==> src/rtl/rep_monitor_pkg.sv <==
// Shared types for the repetition monitor: the mode and per-channel state encodings,
// the total_hits width, and a popcount helper.
package rep_pkg;

    typedef enum logic [1:0] {
        CONSEC    = 2'd0,
        GOTO      = 2'd1,
        NONCONSEC = 2'd2
    } mode_e;

    typedef enum logic {
        COUNT = 1'b0,
        MATCH = 1'b1
    } state_e;

    localparam int TOTAL_W = 16;

    function automatic logic [5:0] popcount32(input logic [31:0] v);
        logic [5:0] n;
        n = '0;
        for (int i = 0; i < 32; i++) begin
            n = n + {5'd0, v[i]};
        end
        return n;
    endfunction

endpackage

==> src/rtl/rep_monitor_channel.sv <==
// One monitored channel: counts event samples under the configured repetition mode
// and raises a registered hit (and, in NONCONSEC, an over pulse).
module rep_channel
    import rep_pkg::*;
#(
    parameter int CNT_W = 8
) (
    input  logic             clk,
    input  logic             rst,
    input  logic             i_en,
    input  logic             i_clear,
    input  mode_e            i_mode,
    input  logic [CNT_W-1:0] i_target,
    input  logic             i_a,
    output logic             o_hit,
    output logic             o_over,
    output logic [CNT_W-1:0] o_cnt,
    output logic             o_hit_nxt,
    output state_e           o_state
);

    state_e           r_state, w_state_nxt;
    logic [CNT_W-1:0] r_cnt, w_cnt_nxt;
    logic             r_hit, w_hit_nxt;
    logic             r_over, w_over_nxt;
    logic             w_last;

    assign w_last = (r_cnt == i_target - 1'b1);

    always_ff @(posedge clk or posedge rst) begin
        if (rst) begin
            r_state <= COUNT;
            r_cnt   <= '0;
            r_hit   <= 1'b0;
            r_over  <= 1'b0;
        end else begin
            r_state <= w_state_nxt;
            r_cnt   <= w_cnt_nxt;
            r_hit   <= w_hit_nxt;
            r_over  <= w_over_nxt;
        end
    end

    // A zero target disables matching, so it shares the restart path with clear.
    always_comb begin
        w_state_nxt = r_state;
        w_cnt_nxt   = r_cnt;
        w_hit_nxt   = 1'b0;
        w_over_nxt  = 1'b0;
        if (i_clear || (i_target == '0)) begin
            w_state_nxt = COUNT;
            w_cnt_nxt   = '0;
        end else if (i_en) begin
            case (r_state)
                COUNT: begin
                    if (i_a) begin
                        if (w_last) begin
                            w_hit_nxt = 1'b1;
                            if (i_mode == NONCONSEC) begin
                                w_state_nxt = MATCH;
                                w_cnt_nxt   = i_target;
                            end else begin
                                w_cnt_nxt = '0;
                            end
                        end else begin
                            w_cnt_nxt = r_cnt + 1'b1;
                        end
                    end else if (i_mode == CONSEC) begin
                        w_cnt_nxt = '0;
                    end
                end
                MATCH: begin
                    if (i_a) begin
                        w_over_nxt  = 1'b1;
                        w_cnt_nxt   = '0;
                        w_state_nxt = COUNT;
                    end else begin
                        w_hit_nxt = 1'b1;
                    end
                end
                default: w_state_nxt = COUNT;
            endcase
        end
    end

    assign o_hit     = r_hit;
    assign o_over    = r_over;
    assign o_cnt     = r_cnt;
    assign o_hit_nxt = w_hit_nxt;
    assign o_state   = r_state;

endmodule

==> src/rtl/rep_monitor.sv <==
// Multi-channel repetition monitor: latches mode/target on clear, runs one rep_channel
// per input bit and keeps a saturating count of hit rising edges across channels.
module rep_monitor
    import rep_pkg::*;
#(
    parameter int NUM_CH = 4,
    parameter int CNT_W  = 8
) (
    input  logic                    clk,
    input  logic                    rst,
    input  logic                    en,
    input  logic                    clear,
    input  logic [1:0]              mode,
    input  logic [CNT_W-1:0]        target,
    input  logic [NUM_CH-1:0]       a,
    output logic [NUM_CH-1:0]       hit,
    output logic [NUM_CH-1:0]       over,
    output logic [NUM_CH*CNT_W-1:0] cnt,
    output logic [TOTAL_W-1:0]      total_hits,
    output logic [NUM_CH-1:0]       dbg_state
);

    mode_e               r_mode;
    logic [CNT_W-1:0]    r_target;
    logic [TOTAL_W-1:0]  r_total;
    logic [NUM_CH-1:0]   w_hit_nxt;
    logic [NUM_CH-1:0]   w_rise;
    logic [31:0]         w_rise32;
    logic [5:0]          w_pop;
    logic [TOTAL_W:0]    w_sum;

    // The reserved mode encoding is folded into CONSEC when the config is latched.
    always_ff @(posedge clk or posedge rst) begin
        if (rst) begin
            r_mode   <= CONSEC;
            r_target <= '0;
        end else if (clear) begin
            r_mode   <= (mode == 2'd3) ? CONSEC : mode_e'(mode);
            r_target <= target;
        end
    end

    for (genvar g = 0; g < NUM_CH; g++) begin : g_ch
        state_e w_state;
        rep_channel #(.CNT_W(CNT_W)) u_ch (
            .clk       (clk),
            .rst       (rst),
            .i_en      (en),
            .i_clear   (clear),
            .i_mode    (r_mode),
            .i_target  (r_target),
            .i_a       (a[g]),
            .o_hit     (hit[g]),
            .o_over    (over[g]),
            .o_cnt     (cnt[g*CNT_W +: CNT_W]),
            .o_hit_nxt (w_hit_nxt[g]),
            .o_state   (w_state)
        );
        assign dbg_state[g] = (w_state == MATCH);
    end

    // Rising edges are taken from next-vs-current hit so the total moves with hit itself.
    assign w_rise = w_hit_nxt & ~hit;

    always_comb begin
        w_rise32               = '0;
        w_rise32[NUM_CH-1:0]   = w_rise;
    end

    assign w_pop = popcount32(w_rise32);
    assign w_sum = (TOTAL_W+1)'(r_total) + (TOTAL_W+1)'(w_pop);

    always_ff @(posedge clk or posedge rst) begin
        if (rst) begin
            r_total <= '0;
        end else if (clear) begin
            r_total <= '0;
        end else if (en) begin
            r_total <= w_sum[TOTAL_W] ? {TOTAL_W{1'b1}} : w_sum[TOTAL_W-1:0];
        end
    end

    assign total_hits = r_total;

endmodule

==> config.mk <==
export PLATFORM = sky130hd
export DESIGN_NAME = rep_monitor
export DESIGN_NICKNAME = d
export VERILOG_FILES = /design/src/rtl/rep_monitor_pkg.sv /design/src/rtl/rep_monitor_channel.sv /design/src/rtl/rep_monitor.sv
export SDC_FILE = /design/constraint.sdc
export NUM_CORES = 1
export LEC_CHECK = 0
export ABC_CLOCK_PERIOD_IN_PS = 7800
export CELL_PAD_IN_SITES_DETAIL_PLACEMENT = 1
export CELL_PAD_IN_SITES_GLOBAL_PLACEMENT = 1
export CORE_ASPECT_RATIO = 2
export CORE_UTILIZATION = 45
export CTS_CLUSTER_SIZE = 12
export DETAILED_ROUTE_END_ITERATION = 8
export GPL_ROUTABILITY_DRIVEN = 0
export GPL_TIMING_DRIVEN = 1
export PLACE_DENSITY = 0.94
export SYNTH_ARGS = -nofsm -noshare
export SYNTH_HDL_FRONTEND = slang
export SYNTH_HIERARCHICAL = 1
export SYNTH_SLANG_ARGS = --single-unit
==> constraint.sdc <==
create_clock -name clk -period 7.8 [get_ports clk]
set_input_delay 0.78 -clock clk [delete_from_list [all_inputs] [get_ports clk]]
set_output_delay 0.78 -clock clk [all_outputs]
set_load 0.03 [all_outputs]
Word-level counts from Yosys, hierarchy flattened
Cells that the tools add are included.
{"block": "totals", "ff_bits": 70, "elab_cells": 148, "output_inout_bits": 60}
{"block": "op_classes", "n_mux": 91, "n_addsub": 9, "n_reduce_logical": 9, "n_bitwise": 6, "eq_ne": 14}
{"cell": "$mux W8", "n": 22}
{"cell": "$pmux W8 S2", "n": 4}
{"cell": "$mux W1", "n": 53}
{"cell": "$mux W16", "n": 3}
{"cell": "$add A8 B1 Y8 const B", "n": 4}
{"cell": "$eq A8 B8 Y1", "n": 4}
{"cell": "$add A16 B4 Y17", "n": 1}
{"cell": "$pmux W1 S2", "n": 8}
{"cell": "$ne A3 B3 Y1 const B", "n": 4}
{"cell": "$ne A4 B4 Y1 const B", "n": 3}
{"cell": "$reduce_and A3 Y1", "n": 4}
{"cell": "$logic_not A8 Y1", "n": 1}
{"cell": "$sub A8 B1 Y8 const B", "n": 1}
{"cell": "$add A3 B1 Y4", "n": 1}
{"cell": "$and A4 B4 Y4", "n": 1}
{"cell": "$eq A2 B2 Y1 const B", "n": 2}
{"cell": "$ne A4 B2 Y1 const B", "n": 1}
{"cell": "$not A1 Y1", "n": 4}
{"cell": "$not A4 Y4", "n": 1}
{"cell": "$reduce_bool A2 Y1", "n": 2}
{"cell": "$add A2 B1 Y3", "n": 1}
{"cell": "$add A1 B1 Y2", "n": 1}
{"cell": "$logic_not A2 Y1", "n": 1}
{"cell": "$mux W2", "n": 1}
{"cell": "$logic_or A1 B1 Y1", "n": 1}

Depth between registers and ports, before layout
Gate-level depths: netlist of run 1.
{"block": "depth", "word_depth": 15, "ltp_mapped": 19}

By module
The synthesis of run 1 kept the hierarchy.
{"mod": "rep_channel", "seq_area_each_um2": 275.3, "cells_per_inst": 110, "area_per_inst_um2": 953.4, "instances": 4}
{"mod": "rep_monitor", "seq_area_each_um2": 650.6, "cells_per_inst": 141, "area_per_inst_um2": 1466.4, "instances": 1}

Worst setup path after synthesis of run 1
OpenSTA, ideal clock, no wires.
{"block": "synth_timing", "path_type": "flip-flop to flip-flop", "startpoint": "register r_target[0]", "endpoint": "register r_total[9], in the netlist total_hits[9]", "path_slack_ns": 2.780, "stages_incl_launch_ff": 20, "t_required_ns": 7.696, "setup_time_ns": 0.104, "period_less_slack_ns": 5.020, "t_arrival_ns": 4.916, "path_cell_list": "dfrtp_1 > inv_1 > ha_1 > nor2b_1 > or3_1 > a31o_1 > a211oi_4 > buf_6 > nand3b_1 > a21oi_1 > nand2b_1 > fa_1 > fa_1 > inv_1 > fa_1 > nand4_2 > or4_4 > buf_6 > and2_4 > a221oi_1"}
{"block": "synth_via", "elab_chain_len": 15}
{"element": "start: declaration", "line": "rep_monitor.sv:24", "text": "logic [CNT_W-1:0] r_target;"}
{"element": "start signal: assignment", "line": "rep_monitor.sv:39", "text": "r_target <= target;"}
{"element": "$sub A8 B1 Y8", "line": "rep_monitor_channel.sv:28", "text": "assign w_last = (r_cnt == i_target - 1'b1);"}
{"element": "$eq A8 B8 Y1", "line": "rep_monitor_channel.sv:28"}
{"element": "$mux W1", "line": "rep_monitor_channel.sv:57", "text": "if (w_last) begin"}
{"element": "$mux W1", "line": "rep_monitor_channel.sv:56", "text": "if (i_a) begin"}
{"element": "$pmux W1 S2", "line": "rep_monitor_channel.sv:54", "text": "case (r_state)"}
{"element": "$mux W1", "line": "rep_monitor_channel.sv:53", "text": "end else if (i_en) begin"}
{"element": "$mux W1 *", "line": "rep_monitor_channel.sv:50", "text": "if (i_clear || (i_target == '0)) begin"}
{"element": "net w_hit_nxt[0]", "line": "rep_monitor.sv:26", "text": "logic [NUM_CH-1:0] w_hit_nxt;"}
{"element": "$and A4 B4 Y4 *", "line": "rep_monitor.sv:63", "text": "assign w_rise = w_hit_nxt & ~hit;"}
{"element": "$add A1 B1 Y2 *", "line": "rep_monitor_pkg.sv:22", "text": "n = n + {5'd0, v[i]};"}
{"element": "$add A2 B1 Y3 *", "line": "rep_monitor_pkg.sv:22"}
{"element": "$add A3 B1 Y4 *", "line": "rep_monitor_pkg.sv:22"}
{"element": "$add A16 B4 Y17 *", "line": "rep_monitor.sv:71", "text": "assign w_sum = (TOTAL_W+1)'(r_total) + (TOTAL_W+1)'(w_pop);"}
{"element": "$mux W16 *", "line": "rep_monitor.sv:79", "text": "r_total <= w_sum[TOTAL_W] ? {TOTAL_W{1'b1}} : w_sum[TOTAL_W-1:0];"}
{"element": "$mux W16 *", "line": "rep_monitor.sv:78", "text": "end else if (en) begin"}
{"element": "$mux W16 *", "line": "rep_monitor.sv:76", "text": "end else if (clear) begin"}
{"element": "end signal: assignment", "line": "rep_monitor.sv:79"}
{"element": "end: declaration", "line": "rep_monitor.sv:25", "text": "logic [TOTAL_W-1:0] r_total;"}
The timed path passes the listed nets; every way through them passes the cells marked *. The select of a mux whose other input is x is not followed.
A chain may end at the register's enable or synchronous reset.

Worst setup path in the final report of run 1
Same ends and word-level chain as after synthesis.

==> results of run 1 <==
## Yosys cell counts, types with 5 or more instances
library cell	n	area, sq um
xnor2_1	32	280.3
nand2_1	49	183.9
nand2b_1	9	56.30
a221o_1	12	120.1
and2_1	16	100.1
nand3_1	33	165.2
a21oi_1	20	100.1
and3_1	25	156.4
ha_1	13	162.7
inv_1	30	112.6
mux2_2	8	90.09
nor4_2	5	62.56
nor3_1	16	80.08
and4_1	7	61.31
o31ai_1	8	60.06
dfrtp_1	70	1752
o21ai_0	18	90.09
xor2_1	8	70.07
nand4_1	24	150.1
nor4b_1	8	70.07
nor2b_1	13	81.33
buf_2	5	25.02
a211oi_2	5	62.56
nor2_1	26	97.59
a31oi_1	6	37.54
or3_1	20	125.1
nand3b_1	5	37.54
buf_6	9	101.4
## metal layers
layer	vias to the layer above	track usage
li1	2287	-
met2	258	0.5830
met4	0	0.1949
met5	-	0
met3	96	0.05513
met1	2706	0.3271
## worst paths after layout
path                                           start  cells past startpoint  slack [ns]                             to
hold reg to reg            total_hits[8]$_DFFE_PP0P_                      1        0.54      total_hits[8]$_DFFE_PP0P_
min in group asynchronous                        rst                      2        0.93  g_ch[2].u_ch/o_over$_DFF_PP0_
max in group asynchronous                        rst                      2        5.91      total_hits[5]$_DFFE_PP0P_
hold / removal             total_hits[8]$_DFFE_PP0P_                      1        0.54      total_hits[8]$_DFFE_PP0P_
setup reg to reg             r_target[0]$_DFFE_PP0P_                     17        1.73      total_hits[9]$_DFFE_PP0P_
setup / recovery             r_target[0]$_DFFE_PP0P_                     17        1.73      total_hits[9]$_DFFE_PP0P_
## layout by cell type (no fill, tap or decap), drive strengths merged, types with 13 or more instances in the layout
master	synthesis	routed
nor2	26	26
and2	17	17
dfrtp	70	70
clkdlybuf4s50	0	77
a21oi	24	24
nor2b	13	13
o21ai	19	19
xnor2	32	32
nand2	49	49
nand3	34	34
inv	30	30
ha	13	13
nand4	26	26
or3	24	24
nor3	16	16
and3	25	25
## cells by family after synthesis
group                      after synthesis
and+or+nand+nor                        271
AOI/OAI and AO/OA                      119
DFF                                     70
buffers and inverters                   56
xor gates and xnor gates                40
adders and majority gates               16
muxes                                    9
## power by group
group          leakage (uW)  total [uW]  internal (uW)  switching [uW]
sequential         0.000954         413            370            43.2
combinational       0.00141         158           63.8            94.6
clock              0.000166         484            319             164
## per-stage QoR
stage / total power, uW / cell area, sq um / instances / utilization / hold WS (ns)
final: 1055 / 6395 / 791 / 0.5632 / 0.5380
after global routing: 1087 / 6395 / 791 / 0.5632 / 0.5689
after CTS: 1056 / 6395 / 791 / 0.5632 / 0.5368
after detailed placement: 569.0 / 6057 / 776 / 0.5334 / 0.5231
after global placement: 558.1 / 6057 / 776 / 0.5334 / 0.5183
after floorplan: 513.1 / 5280 / 581 / - / 0.5266
## sequential cells by signal, indices dropped and copies added (netlist names)
signal,count
r_mode,2
g_ch.u_ch/o_hit,4
g_ch.u_ch/o_cnt,32
g_ch.u_ch/o_over,4
total_hits,16
r_target,8
g_ch.u_ch/o_state,4
## layout make-up
class                   instances  share of cell area
multi-input cells             455              0.5050
inverters                      30             0.01761
well taps                     142             0.02778
clock inverters                 4             0.01487
flip-flops and latches         70              0.2739
repair buffers                 79              0.1229
clock buffers                  11             0.03796
## worst max-delay path, delay by kind of cell (launching register included)
| kind | cells | cell delay [ns] |
|---|---|---|
| flops | 1 | 0.83 |
| simple gates | 6 | 1.70 |
| compound gates | 5 | 1.62 |
| buf+inv | 2 | 0.27 |
| fa+ha+maj | 4 | 1.52 |
==> out/metrics.yaml, run 1 <==
status:
  status: "finished clean"
clock_network:
  postCtsSetupBuffers: 0
  clock_path_buffers: 2
  path_clk_slew_ns: 0.06
  cts_tree: "yes"
  clock_sinks: 70
  root_buffer: "clkbuf_16"
  htree_levels: 3
  cts-resized-gates: 0
  clk_latency_ns: 0.34
  hold_buffers: 0
  numCtsBuffers: 9
grt:
  grt_usage: 0.3184
  grt_pass1_wl_mm: 29.98
  grt_overflow: 0
  antenna_found_initial: 0
  first_global_vias: 5711
  grt_max_degree: 33
setup_path:
  worstPathRequired_ns: 8.03
  slowest_delay_ns: 0.83
  cp_max_fo: 21
  arrival_ns: 6.30
  cp-end-kind: "register"
  cp-start-kind: "register"
  criticalPathCategory: "register to register"
  crit_path_frequent_cell: "fa_1"
  critPathSlowestCell: "dfrtp_1"
  path_cells: "inv_1 -> ha_1 -> nor2b_1 -> or3_1 -> a31o_1 -> a211oi_4 -> nand3b_1 -> a21oi_1 -> nand2b_1 -> fa_1 -> fa_1 -> inv_1 -> fa_1 -> nand4_2 -> nor4_2 -> o21ai_0 -> a221oi_1"
routing:
  vias_per_cell: 6.760
  firstDrtPassIters: 4
  routed_wl_mm: 18.60
  drc: 0
  routed-wl-met2_mm: 10.19
  postRouteAntennaNets: 0
  wire_per_inst_um: 23.51
  wl_met1_mm: 6.331
  dr_total_vias: 5347
  wl_met3_mm: 1.032
  highest_layer: "met4"
  drtIter0Drc: 323
sta:
  skew_ns: 0.01065
  min_period_ns: 6.069
  final_hold_viol_count: 0
  slew_viol_final: 0
  fmax_mhz: 164.8
  setup_tns_ns: 0
  fin_crit_sh: 0.7781
  tightest_slew_ns: 1.199
  finalSetupViolations: 0
  relSlewSlack: 0.2006
  fin_ws_ns: 1.731
  rsz0062_at_grt: "false"
floorplanning:
  core_sq_um: 11350
  fp.dieW_um: 78.60
  io_pins: 78
  dieArea_sq_um: 12200
  num_rows: 55
  start_util: 0.4650
  die_h_um: 155.2
finish:
  drive_gt1_frac: 0.09245
  regArea_sq_um: 1752
  fin_nets: 679
  insertedDiodeCount: 0
  fillCellCount: 1351
  multi_input_area_sq_um: 3229
  area_delta_synth_final_pct: 21.11
job:
  max_cap_viol_count: 0
synth:
  netlist_area_sq_um: 5280
  synth_simple_gate_area_frac: 0.2986
  ys_types: 61
  ys_seq_elements: 70
  synth_edf_count: 0
  muxShareOfSynthArea: 0.01896
  synth_seq_area_share: 0.3318
  async_flop_share: 1.000
  netlist_instances: 581
  synthAdderAreaFrac: 0.04218
  synth-xor-area-share: 0.06635
  yosys_warnings: 6
  ys_dominant_reg_cell: "dfrtp_1"
  synth_area_per_cell_sq_um: 9.088
  synth_compound_area_frac: 0.1855
  synth_nets: 615
  synth_top_family_by_area: "simple AND/OR/NAND/NOR gates"
power:
  powerDensity_nw_per_um2: 165.0
  ir_drop_mv: 0.1158
  p_leak_uw: 0.002531
placement:
  dpl.hpwl_mm: 12.84
  dp_slack_ns: 1.906
  portBuffers: 77
hold_path:
  hold_class: "register to register"
No activity file was read; power rests on OpenSTA's default activity.
==> run 2, diff against run 1 <==
--- a/config.mk
+++ b/config.mk
@@ -5,16 +5,16 @@
 export SDC_FILE = /design/constraint.sdc
 export NUM_CORES = 1
 export LEC_CHECK = 0
-export ABC_CLOCK_PERIOD_IN_PS = 7800
+export ABC_CLOCK_PERIOD_IN_PS = 5500
 export CELL_PAD_IN_SITES_DETAIL_PLACEMENT = 1
 export CELL_PAD_IN_SITES_GLOBAL_PLACEMENT = 1
 export CORE_ASPECT_RATIO = 2
-export CORE_UTILIZATION = 45
+export CORE_UTILIZATION = 38
 export CTS_CLUSTER_SIZE = 12
 export DETAILED_ROUTE_END_ITERATION = 8
 export GPL_ROUTABILITY_DRIVEN = 0
 export GPL_TIMING_DRIVEN = 1
-export PLACE_DENSITY = 0.94
+export PLACE_DENSITY = 0.85
 export SYNTH_ARGS = -nofsm -noshare
 export SYNTH_HDL_FRONTEND = slang
 export SYNTH_HIERARCHICAL = 1
==> constraint.sdc (replaced) <==
create_clock -name clk -period 5.5 [get_ports clk]
set_input_delay 0.55 -clock clk [delete_from_list [all_inputs] [get_ports clk]]
set_output_delay 0.55 -clock clk [all_outputs]
set_load 0.03 [all_outputs]
==> run 2 against run 1 <==
  * Clock power up 31%
  * Critical endpoint is now total_hits[13]$_DFFE_PP0P_
  * Maximum frequency up 21%
  * Cell count up 3.4%
  * Core utilization down 8.3 points
  * Via count down 5.1%
  * Setup slack worse by 1.2 ns
  * Count of clock-buffer cells in the layout up 2
==> out/metrics.yaml, run 2 (synthesized netlist as in run 1, its figures left out) <==
job:
  max_cap_viol_count: 0  # unchanged
setup_path:
  worstPathRequired_ns: 5.75  # -2.28 ns
  critPathSlowestCell: "a2111oi_1"
  crit_family: "compound AO/OA/AOI/OAI gates"
  cp-end-kind: "register"
  cp.buffers_inverters: 1  # -1
  criticalPathCategory: "register to register"
  cp_max_fo: 6  # -71%
  arrival_ns: 5.25  # -1.05 ns
  cp-start-kind: "register"
  slowest_delay_ns: 1.03  # +0.20 ns
  path_cells: "inv_1 -> ha_1 -> nor2b_1 -> or3_1 -> a31o_1 -> a211oi_4 -> nand3b_1 -> a21oi_1 -> nand2b_1 -> fa_1 -> fa_1 -> nand2b_1 -> a2111oi_1 -> o21ai_1 -> a211oi_2"
floorplanning:
  fp.dieW_um: 85.35  # +8.6%
  io_pins: 78  # unchanged
  num_rows: 60  # +9.1%
  start_util: 0.3907  # -0.07427
  dieArea_sq_um: 14400  # +18%
  die_h_um: 168.7  # +8.7%
  core_sq_um: 13510  # +19%
power:
  powerDensity_nw_per_um2: 222.4  # +35%
  ir_drop_mv: 0.1625  # +40%
  p_leak_uw: 0.002582  # +2.0%
finish:
  insertedDiodeCount: 0  # unchanged
  largest_reg_flops: 32  # unchanged
  regArea_sq_um: 1752  # unchanged
  final_util: 0.4802  # -0.08301
  fillCellCount: 1563  # +16%
  multi_input_area_sq_um: 3229  # unchanged
  fin_nets: 692  # +1.9%
  drive_gt1_frac: 0.1086  # +0.01615
  layout_commonest_cell: "clkdlybuf4s50_1"
  area_delta_synth_final_pct: 22.89
  final_cell_mix: "77 x clkdlybuf4s50_1, 70 x dfrtp_1, 49 x nand2_1"
routing:
  wire_per_inst_um: 21.43  # -8.9%
  vias_per_cell: 6.204  # -8.2%
  routed_wl_mm: 17.53  # -5.8%
  postRouteAntennaNets: 0  # unchanged
  drc: 0  # unchanged
  firstDrtPassIters: 4  # unchanged
  dr_total_vias: 5075  # -5.1%
  drtIter0Drc: 261  # -19%
sta:
  finalSetupViolations: 0  # unchanged
  relSlewSlack: 0.2706  # +0.06998
  min_period_ns: 4.999  # -1.070 ns
  skew_ns: 0.007648  # -0.003003 ns
  rsz0062_at_grt: "false"
  fmax_mhz: 200.0  # +21%
  slew_viol_final: 0  # unchanged
  setup_tns_ns: 0  # unchanged
  final_hold_viol_count: 0  # unchanged
  fin_crit_sh: 0.9089  # +0.1308
  tightest_slew_ns: 1.091  # -0.1077 ns
grt:
  antenna_found_initial: 0  # unchanged
  grt_max_degree: 31  # -6.1%
  grt_pass1_wl_mm: 28.79  # -4.0%
  grt_overflow: 0  # unchanged
  first_global_vias: 5547  # -2.9%
  grt_usage: 0.2566  # -0.06182
clock_network:
  clk_latency_ns: 0.33  # about the same
  cts-resized-gates: 0  # unchanged
  postCtsSetupBuffers: 0  # unchanged
  path_clk_slew_ns: 0.06  # about the same
  root_buffer: "clkbuf_16"
  numCtsBuffers: 9  # unchanged
  clock_path_buffers: 2  # unchanged
  htree_levels: 3  # unchanged
  cts_tree: "yes"
  clock_sinks: 70  # unchanged
  hold_buffers: 0  # unchanged
hold_path:
  hold_class: "register to register"
placement:
  portBuffers: 77  # unchanged
  dpl.hpwl_mm: 12.90  # +0.50%
status:
  status: "finished clean"
[run 2: area by class of cell]
cell class,count,share of cell area
inverters,30,0.01735
flip-flops and latches,70,0.2700
repair buffers,92,0.1361
multi-input cells,455,0.4977
clock buffers,13,0.03857
well taps,155,0.02989
clock inverters,3,0.01041
[run 2: worst paths after layout]
kind                                            from  cells past startpoint                                end  slack [ns]
max in group asynchronous                        rst                      2          total_hits[7]$_DFFE_PP0P_        3.86
max                          r_target[0]$_DFFE_PP0P_                     15         total_hits[13]$_DFFE_PP0P_        0.50
min reg2reg                total_hits[8]$_DFFE_PP0P_                      1          total_hits[8]$_DFFE_PP0P_        0.56
max reg2reg                  r_target[0]$_DFFE_PP0P_                     15         total_hits[13]$_DFFE_PP0P_        0.50
min                        total_hits[8]$_DFFE_PP0P_                      1          total_hits[8]$_DFFE_PP0P_        0.56
min in group asynchronous                        rst                      2  g_ch[3].u_ch/o_cnt[6]$_DFFE_PP0P_        0.70
[run 2: worst reg2reg max path: stages (launching register included)]
cell,delay (ns)
dfrtp_1,0.45
inv_1,0.11
ha_1,0.23
nor2b_1,0.17
or3_1,0.39
a31o_1,0.27
a211oi_4,0.19
nand3b_1,0.12
a21oi_1,0.21
nand2b_1,0.11
fa_1,0.48
fa_1,0.47
nand2b_1,0.27
a2111oi_1,1.03
o21ai_1,0.15
a211oi_2,0.27
[run 2: through the flow]
stage	setup slack, ns	cell area, sq um	power [uW]	std cells	hold WS [ns]
after floorplan	0.4802	5280	727.6	581	0.4024
after global placement	0.8927	6171	802.9	802	0.5185
after CTS	0.5462	6489	1454	818	0.5475
final	0.5011	6489	1443	818	0.5556
after detailed placement	0.6511	6171	814.4	802	0.5355
after global routing	0.2547	6489	1498	818	0.5857
[run 2: layer usage]
layer  wire length, um  vias up  global-route usage
met5                 0        -                   0
met3               688       51             0.04388
met4               630        0              0.1167
met1              6362     2570              0.2634
li1                  -     2300                   -
met2              9844      154              0.4944
[run 2: where the power goes]
group	leakage (uW)	switching, uW	total, uW	internal, uW
combinational	0.00148	152	249	96.5
clock	0.000150	222	632	410
sequential	0.000954	36.4	562	526
